$ cat src/rtl/ac97_frame_tx.sv
// AC'97 output-frame serialiser: 256-bit frames (tag, cmd addr/data, NUM_CH PCM slots, pad) on SYNC/SDATA_OUT.
// Latency: frame bit 0 on the pins 2 cycles after reset release; back-to-back 256-cycle frames after that.
// Backpressure: cmd and PCM are sampled once per frame (last bit); ack/ready pulse only in that cycle.
module ac97_frame_tx #(
  parameter int NUM_CH   = 2,
  parameter int SAMPLE_W = 20
) (
  input  logic                         bit_clk,
  input  logic                         rst_n,
  input  logic [NUM_CH*SAMPLE_W-1:0]   i_pcm_data,
  input  logic                         i_pcm_valid,
  output logic                         o_pcm_ready,
  input  logic                         i_cmd_req,
  input  logic                         i_cmd_rd,
  input  logic [6:0]                   i_cmd_addr,
  input  logic [15:0]                  i_cmd_data,
  output logic                         o_cmd_ack,
  output logic                         o_sync,
  output logic                         o_sdata_out,
  output logic                         o_frame_start,
  output logic                         o_underflow
);

  typedef enum logic [2:0] {
    S_IDLE, S_TAG, S_CMD_ADDR, S_CMD_DATA, S_PCM, S_PAD
  } state_t;

  localparam int PCM_END = 56 + 20 * NUM_CH;

  state_t                       r_state;
  state_t                       w_nxt_state;
  logic [7:0]                   r_cnt;
  logic [7:0]                   w_nxt_cnt;
  logic                         w_cap;
  logic                         w_sync_nxt;

  logic                         r_cmd_vld;
  logic                         r_cmd_rd;
  logic [6:0]                   r_cmd_addr;
  logic [15:0]                  r_cmd_data;
  logic                         r_pcm_vld;
  logic [NUM_CH*SAMPLE_W-1:0]   r_pcm;

  logic                         r_sync;
  logic                         r_sdata;
  logic                         r_fs;

  logic [9:0]                   w_pcm_tags;
  logic [199:0]                 w_pcm_region;
  logic [255:0]                 w_frame;

  // Slot owning a given frame bit; the counter is the only timing source.
  function automatic state_t slot_of(input logic [7:0] c);
    if (c < 8'd16)                  return S_TAG;
    else if (c < 8'd36)             return S_CMD_ADDR;
    else if (c < 8'd56)             return S_CMD_DATA;
    else if ({1'b0, c} < 9'(PCM_END)) return S_PCM;
    else                            return S_PAD;
  endfunction

  // Per-channel tag bit and left-justified 20-bit slot; unused channels stay zero.
  for (genvar k = 0; k < 10; k++) begin : g_slot
    if (k < NUM_CH) begin : g_used
      assign w_pcm_tags[9-k] = r_pcm_vld;
      assign w_pcm_region[199-20*k -: 20] =
        20'(r_pcm[k*SAMPLE_W +: SAMPLE_W]) << (20 - SAMPLE_W);
    end else begin : g_unused
      assign w_pcm_tags[9-k] = 1'b0;
      assign w_pcm_region[199-20*k -: 20] = 20'h00000;
    end
  end

  // Whole frame image, frame bit 0 at [255]; latched regs are already zeroed when absent.
  assign w_frame = {1'b1, r_cmd_vld, r_cmd_vld & ~r_cmd_rd, w_pcm_tags, 3'b000,
                    r_cmd_rd, r_cmd_addr, 12'h000,
                    r_cmd_data, 4'h0,
                    w_pcm_region};

  // State and bit counter register.
  always_ff @(posedge bit_clk) begin
    if (!rst_n) begin
      r_state <= S_IDLE;
      r_cnt   <= 8'd0;
    end else begin
      r_state <= w_nxt_state;
      r_cnt   <= w_nxt_cnt;
    end
  end

  // Next state/counter, capture strobe (IDLE or last bit), and next SYNC level.
  always_comb begin
    w_nxt_cnt   = r_cnt + 8'd1;
    w_cap       = 1'b0;
    w_sync_nxt  = 1'b0;
    if (r_state == S_IDLE) begin
      w_nxt_cnt = 8'd0;
      w_cap     = 1'b1;
    end else begin
      w_cap = (r_cnt == 8'hFF);
    end
    w_nxt_state = slot_of(w_nxt_cnt);
    w_sync_nxt  = (r_state == S_TAG);
  end

  // Latch command and samples for the coming frame; absent items are cleared so slots read zero.
  always_ff @(posedge bit_clk) begin
    if (!rst_n) begin
      r_cmd_vld  <= 1'b0;
      r_cmd_rd   <= 1'b0;
      r_cmd_addr <= 7'd0;
      r_cmd_data <= 16'd0;
      r_pcm_vld  <= 1'b0;
      r_pcm      <= '0;
    end else if (w_cap) begin
      r_cmd_vld  <= i_cmd_req;
      r_cmd_rd   <= i_cmd_req & i_cmd_rd;
      r_cmd_addr <= i_cmd_req ? i_cmd_addr : 7'd0;
      r_cmd_data <= (i_cmd_req && !i_cmd_rd) ? i_cmd_data : 16'd0;
      r_pcm_vld  <= i_pcm_valid;
      r_pcm      <= i_pcm_valid ? i_pcm_data : '0;
    end
  end

  // Registered pins: SYNC and data stay aligned one cycle behind the counter.
  always_ff @(posedge bit_clk) begin
    if (!rst_n) begin
      r_sync  <= 1'b0;
      r_sdata <= 1'b0;
      r_fs    <= 1'b0;
    end else begin
      r_sync  <= w_sync_nxt;
      r_sdata <= (r_state != S_IDLE) && w_frame[~r_cnt];
      r_fs    <= (r_state == S_TAG) && (r_cnt == 8'd0);
    end
  end

  assign o_sync        = r_sync;
  assign o_sdata_out   = r_sdata;
  assign o_frame_start = r_fs;
  // Handshake strobes are combinational so valid&ready marks the exact capture edge.
  assign o_cmd_ack     = rst_n & w_cap & i_cmd_req;
  assign o_pcm_ready   = rst_n & w_cap & i_pcm_valid;
  assign o_underflow   = rst_n & w_cap & ~i_pcm_valid;

endmodule
$ cat config.mk
export PLATFORM = sky130hd
export DESIGN_NAME = ac97_frame_tx
export DESIGN_NICKNAME = d
export VERILOG_FILES = /design/src/rtl/ac97_frame_tx.sv
export SDC_FILE = /design/constraint.sdc
export NUM_CORES = 1
export LEC_CHECK = 0
export CELL_PAD_IN_SITES_DETAIL_PLACEMENT = 1
export CELL_PAD_IN_SITES_GLOBAL_PLACEMENT = 1
export CORE_ASPECT_RATIO = 0.7
export CORE_MARGIN = 3
export CORE_UTILIZATION = 27
export CTS_CLUSTER_DIAMETER = 40
export DETAILED_ROUTE_END_ITERATION = 6
export PLACE_DENSITY_LB_ADDON = 0.2
export SLEW_MARGIN = 30
export SYNTH_ARGS = -nofsm -noshare
export SYNTH_HDL_FRONTEND = slang
export SYNTH_SLANG_ARGS = --single-unit
$ cat constraint.sdc
create_clock -name bit_clk -period 3 [get_ports bit_clk]
set_input_delay 0.6 -clock bit_clk [delete_from_list [all_inputs] [get_ports bit_clk]]
set_output_delay 0.6 -clock bit_clk [all_outputs]
set_load 0.02 [all_outputs]
======== After elaboration in Yosys (flattened, before gate mapping) ========
Cells that the tools add are included.
W data, S select, Z words.
operators by class
  add/subtract/negate cells ............... 1
  magnitude comparators ................... 5
  equal/unequal tests ..................... 2
  multiplexer cells ....................... 11
  bitwise gates (word level) .............. 10
  reductions and logical operators ........ 9
operator list
  kind                   number
  $mux W40               1
  $lt A8 B6 Y1 const B   2
  $mux W16               1
  $lt A8 B9 Y1 const B   1
  $add A8 B1 Y8 const B  1
  $bmux W1 S8            1
  $eq A8 B8 Y1 const B   1
  $logic_not A8 Y1       1
  $lt A8 B5 Y1 const B   1
  $lt A8 B7 Y1 const B   1
  $mux W8                1
  $not A8 Y8             1
  $mux W7                1
  $and A1 B1 Y1          6
  $mux W1                4
  $mux W2                2
  $reduce_or A4 Y1       1
  $eq A3 B1 Y1 const B   1
  $logic_and A1 B1 Y1    3
  $logic_not A3 Y1       1
  $not A1 Y1             3
  $reduce_bool A3 Y1     1
  $reduce_or A2 Y1       1
  $logic_not A1 Y1       1
word-level totals
  bits in registers ....................... 80
  input port bits ......................... 68
  output and inout bits ................... 6
  logic and storage cells ................. 51

======== Depth between registers and ports, before layout ========
  word-level depth ........................ 7
  mapped depth ............................ 10

======== Worst setup path after synthesis ========
No wires, ideal clock.
  path kind ............................... reg-to-output
  start ................................... reg r_cnt[1]
  end ..................................... out o_underflow
  data arrival time ....................... 1887 ps
  setup slack ............................. 513 ps
  cell stages (with the launch flop) ...... 8
  path buffers ............................ 3
  cell sequence ........................... dfxtp_1 ha_1 buf_6 and4_4 buf_6 a41oi_2 clkbuf_1 nor3_1
on the way
  longest elaborated chain between the ends .. 4
RTL lines
  what                         line  source
  start: declaration           32    logic [7:0] r_cnt;
  start signal: assignment     86    r_cnt <= w_nxt_cnt;
  $eq A8 B8 Y1                 99    w_cap = (r_cnt == 8'hFF);
  $mux W1                      95    if (r_state == S_IDLE) begin
  $and A1 B1 Y1 (2 in series)  143   assign o_underflow = rst_n & w_cap & ~i_pcm_valid;
  end: declaration             21    output logic o_underflow
Every way passes these cells.

======== Worst setup path in the final report ========
  start ................................... reg r_cnt[0]
  end ..................................... out o_pcm_ready
on the way
  longest elaborated chain between the ends .. 4
RTL lines
  what                         line  source
  $eq A8 B8 Y1                 99
  $mux W1                      95
  $and A1 B1 Y1 (2 in series)  142   assign o_pcm_ready = rst_n & w_cap & i_pcm_valid;
  end: declaration             12    output logic o_pcm_ready,
Every way passes these cells.

==> flow_summary.toml <==
[route]
drc = 0
firstDrtPassIters = 4
dr.first_iter.drc_count = 221
vias = 2896
wl_mm = 10.0
wl_per_cell_um = 17.3
final_antenna_net_count = 0
viasPerCell = 5.00

[setup_path]
crit_start = "r_cnt[0]$_SDFF_PP0_"
critPathSlowestCell = "clkdlybuf4s50_1"
worstReg2RegStart = "r_cnt[1]$_SDFF_PP0_"
crit_fanout = 7
rrSetupSlack_ns = 0.63
reg2reg_depth = 7
crit_chain = "ha_1 > and4_4 > a41o_2 > and3_4 > clkdlybuf4s50_1"
cpPeakStageDelay_ns = 0.60
setup.worst_path.class = "flip-flop to output pin"
worst_setup_path_start_kind = "flip-flop"
critPathArrivalTime_ns = 2.27
cp_data_required_time_ns = 2.40
crit_path_end_kind = "output pin"

[die]
die_area_sq_um = 14500
rows = 34
die_y_um = 102
initial_core_util_pct = 27.9
fp.coreArea_sq_um = 12600
chipWidth_um = 142
ios = 74

[timing]
setup_viol = 0
layout_min_cycle_time_ns = 2.87
timing.final.max_slew_violations = 0
rsz0062_at_grt = "no"
max_slew_margin_pct = 63.9
clock-skew-final_ns = 0.00618
clock.fmax_mhz = 349
finalHoldViolCount = 0
final.setup.tns_ns = 0
final.period_utilization_pct = 95.5
tightest_slew_ns = 0.541

[global_routing]
grt_pass1_wl_mm = 16.9
grt_max_degree = 51
track_usage_pct = 14.9
grt_overflow = 0
first_global_vias = 3140
antenna_found_initial = 0

[logic_synthesis]
yosys_register_bits = 80
ys_warn_count = 0
yosysUniqueCellTypes = 50
ys_top_cells_by_area = "dfxtp_1 46%, a22o_1 12%, mux4_2 7.0%, nand3_1 3.7%, nand2_1 3.4%"
synth_top_area_share_pct = 45.5
seq_area_frac_synth_pct = 45.5
synthesis.nets = 415
synthFlopType = "dfxtp_1"
netlist_instances = 345
syn_area_sq_um = 3520
ys_async_sr_fraction_pct = 0
synth_area_per_cell_sq_um = 10.2
synth_edf_count = 0
synth_top_area_cell = "dfxtp_1"

[clock_tree]
cts_tree = "built"
cts_made_buffers = 9
clockBufferDepth = 2
cts_num_sinks = 80
path_clk_slew_ns = 0.06
post_cts_buffers = 0
cts-root-buf = "clkbuf_16"
cts-htree-levels = 3
clock_latency_ns = 0.34

[finish]
drive_gt1_share_pct = 12.5
syn2layout_area_growth_pct = 33.3
fillCellCount = 1407
fin_nets = 482
diodes = 0

[hold_path]
hold_path_depth = 2
hold_class = "flip-flop to flip-flop"
hold_path.startpoint = "r_cmd_data[1]$_SDFFE_PN0N_"

[pwr]
leakagePower_nw = 1.68
totalPowerFinal_mw = 2.52
peakVddDrop_v = 0.000257
power_density_nw_per_um2 = 537

[placed_design]
dp_hpwl_mm = 7.20
portBuffers = 73
routabilityCongestion = 0.781

[run_status]
status = "complete, no violations"

[flow_run]
cap_violations = 0
## registers in the layout, indices dropped and copies added (netlist names)
name,cells
r_cmd_rd,1
r_state,3
r_cnt,8
r_pcm_vld,1
o_sync,1
o_frame_start,1
r_pcm,40
r_cmd_data,16
o_sdata_out,1
r_cmd_addr,7
r_cmd_vld,1
## area by class of cell
cell class | instances | area [sq um] | share of cell area (%)
multi-input combinational | 227 | 1700 | 36.2
sequential | 80 | 1600 | 34.2
timing repair buffer | 89 | 851 | 18.1
clock buffer | 11 | 253 | 5.39
tap | 162 | 203 | 4.32
clock inverter | 5 | 65.1 | 1.39
inverter | 5 | 18.8 | 0.400
## cells in the final DEF (no fill, tap or decap), drive strengths merged, types with 7 or more instances in the layout
master	synthesis	routed
dfxtp	80	80
nor2	14	14
buf	22	16
mux4	11	11
a21oi	19	19
nand2	32	32
a22o	48	48
clkbuf	11	11
clkdlybuf4s50	0	73
mux2i	9	9
nand3	26	26
o21ai	7	7
## per-stage QoR
step | utilization [%] | hold slack (ns) | worst slack, ns | instance area (sq um) | instances
floorplan | - | 0.417 | 0.513 | 3520 | 345
global placement | 34.7 | 0.439 | 0.240 | 4370 | 563
detailed placement | 34.7 | 0.448 | 0.228 | 4370 | 563
CTS | 37.2 | 0.458 | 0.0367 | 4690 | 579
global route | 37.2 | 0.473 | 0.0235 | 4690 | 579
finish | 37.2 | 0.455 | 0.134 | 4690 | 579
## critical path: cells and delay by family (launching register included)
kind                     cells  cell delay [ns]
buffers and inverters        1             0.60
AND/OR/NAND/NOR              2             0.52
adder cells (fa/ha/maj)      1             0.18
AO/OA/AOI/OAI                1             0.29
flip-flops                   1             0.34
## cell families after synthesis
logic type | count (synthesis) | synth area share, %
DFF | 80 | 45.5
xor gates and xnor gates | 5 | 1.24
AOI/OAI and AO/OA | 96 | 21.2
buffers and inverters | 38 | 6.40
muxes | 23 | 10.6
and+or+nand+nor | 101 | 14.4
adders and majority gates | 2 | 0.711
## synthesized netlist by cell type (2+ instances only)
library cell	n
o311ai_0	2
nand3b_1	5
nand4_1	4
a21o_1	3
mux4_2	11
buf_2	12
a21oi_1	19
a2bb2oi_1	2
nor2_1	13
xnor2_1	3
nand3_1	26
buf_6	8
clkbuf_1	11
nor3_1	4
and3_1	4
mux2_2	3
ha_1	2
o31ai_1	2
o21ai_0	7
nand2_1	32
xor2_1	2
buf_4	2
a22o_1	48
inv_1	4
a211oi_1	2
mux2i_1	9
nor2b_1	3
dfxtp_1	80
## final timing paths
path                           endpoint
max                         o_pcm_ready
min reg2reg  r_cmd_data[1]$_SDFFE_PN0N_
min          r_cmd_data[1]$_SDFFE_PN0N_
max reg2reg      o_sdata_out$_SDFF_PN0_
## per-layer routing
layer | vias up | share of wire, % | track usage [%]
li1 | 1428 | - | -
met1 | 1417 | 52 | 21.2
met2 | 43 | 44 | 22.1
met3 | 8 | 3.1 | 4.39
met4 | 0 | 0.95 | 4.38
met5 | - | 0 | 0
## power by group
group | switching, mW | internal [mW] | leakage, nW
logic | 0.104 | 0.149 | 0.877
registers | 0.0190 | 1.10 | 0.652
clock network | 0.454 | 0.696 | 0.156
total | 0.577 | 1.94 | 1.68
## timing repair
action                                 4_1_cts  5_1_grt
endpoints found under the hold margin        0        0
resized for setup                            0        1
setup endpoints to repair                    0        2
hold buffers                                 0        0
Note: power is estimated with default switching activity, not from simulation.
==> patch: new RTL, same flow settings <==
Set the parameter `NUM_CH` to 4 (it was 2).
--- a/src/rtl/ac97_frame_tx.sv
+++ b/src/rtl/ac97_frame_tx.sv
@@ -2,7 +2,7 @@
 // Latency: frame bit 0 on the pins 2 cycles after reset release; back-to-back 256-cycle frames after that.
 // Backpressure: cmd and PCM are sampled once per frame (last bit); ack/ready pulse only in that cycle.
 module ac97_frame_tx #(
-  parameter int NUM_CH   = 2,
+  parameter int NUM_CH   = 4,
   parameter int SAMPLE_W = 20
 ) (
   input  logic                         bit_clk,
Ports: changed (resized i_pcm_data); port bits go from 74 to 114. No check against the original RTL was run, so the function may have changed too.
==> patch against the unedited design <==
- clock power is 74% higher
- sequential cell count is 40 higher
- power is 62% higher
- critical path depth grew 1
- cell area rose by 46%
- synthesized area is 40% higher
- global-route usage rose by 0.12 points
- routed wire length is 47% higher
- worst setup slack better by 0.066 ns
- non-clock buffer count increased by 37
- largest power group unchanged
==> patch: results <==
power:
  ir_drop_uv: 324.2
  p_leak_uw: 0.002563
yosys:
  synthTopCellsByArea: "dfxtp_1, a22o_1, mux4_2"
  synth_nets: 558
  ys_types: 56
  yosysSeqAreaShare_pct: 48.67
place:
  io_buffer_count: 113
  place_ws_ns: 0.2880
  post-dp-hpwl_microns: 9984
detailed_routing:
  drtIter0Drc: 259
  vias_per_cell: 5.003
finish:
  nNetsFinal: 663
  drive_above_1_share_pct: 13.96
timing:
  skew_ns: 0.01403
  worst_slew_pin_slew_ns: 0.9035
clock_tree:
  cts-root-buf: "clkbuf_16"
  htreeDepth: 4
  cts_buffers: 17
setup_path:
  critical_path.top_delay_family: "simple AND/OR/NAND/NOR gates"
  cp_slowest_stage_delay_ns: 0.35
  path_max_fanout: 4
  slowest_stage: "dlygate4sd2_1"
floorplan:
  die_width_microns: 167.6
grt:
  grt_max_degree: 85
  grt_util_all_layers_pct: 15.07
  grt_pass1_wl_microns: 23810
outcome:
  status: "finished, final reports clean"
min_path:
  hold-path-cell-count: 1
patch: cell count changes after synthesis, moves of 4 or more:
cell / change
nand4_1: -4
a22o_1: +40
nand2_1: -16
dfxtp_1: +40
o21ai_0: -5
buf_1: +10
mux4_2: +7
nor2_1: +33
nand3_1: -20
patch: final cells by class:
| cell class | count | area (sq um) |
|---|---|---|
| Clock buffer | 17 | 425.4 |
| Sequential cell | 120 | 2405 |
| Fill cell | 1922 | 10680 |
| Clock inverter | 15 | 153.9 |
| Inverter | 6 | 22.52 |
| Multi-Input combinational cell | 282 | 2303 |
| Tap cell | 231 | 289.0 |
| Timing Repair Buffer | 126 | 1237 |
patch: logic make-up after synthesis:
family	Yosys count	synth area share (%)
buffers and inverters	46	4.968
DFF	120	48.67
adders and majority gates	2	0.5069
xor gates and xnor gates	6	1.065
AOI/OAI and AO/OA	141	23.30
and+or+nand+nor	96	9.151
muxes	37	12.34
patch: worst reg2reg max path, delay by kind of cell (launching register included):
kind                   cells  cell delay [ns]
multiplexers               1             0.61
AND/OR/NAND/NOR            2             0.35
AO/OA/AOI/OAI              3             0.67
flip-flops                 1             0.33
buffers and inverters      1             0.52
patch: where the power goes:
part	internal [uW]	leakage, uW	total (uW)	switching (uW)
logic	231	0.00131	389	158
clock network	1220	0.000275	2000	778
registers	1660	0.000982	1700	34.2
patch: worst paths after layout:
check / from / to / slack (ns)
max: r_cnt[0] / o_pcm_ready / 0.20
min: r_pcm_vld / r_pcm_vld / 0.45
max reg2reg: r_cnt[0] / o_sdata_out / 0.40
min reg2reg: r_pcm_vld / r_pcm_vld / 0.45
patch: metrics by stage:
stage	util, %	std cells
after CTS	39.03	797
after floorplan	-	448
after detailed placement	35.72	765
after global placement	35.72	765
final	39.03	797
after global routing	39.03	797
patch: timing repair:
action / in CTS / in global routing
hold buffers: 0 / 0
buffers inserted: 0 / 0
gates resized for setup: 4 / 0
endpoints found under the setup margin: 3 / 0
patch: routing by layer:
layer	vias to the layer above	wire length [microns]	global-route usage, %
met5	-	0	0
met2	99	6192	21.21
met3	10	745	4.280
met4	0	106	4.088
li1	1906	-	-
met1	1972	7734	22.38
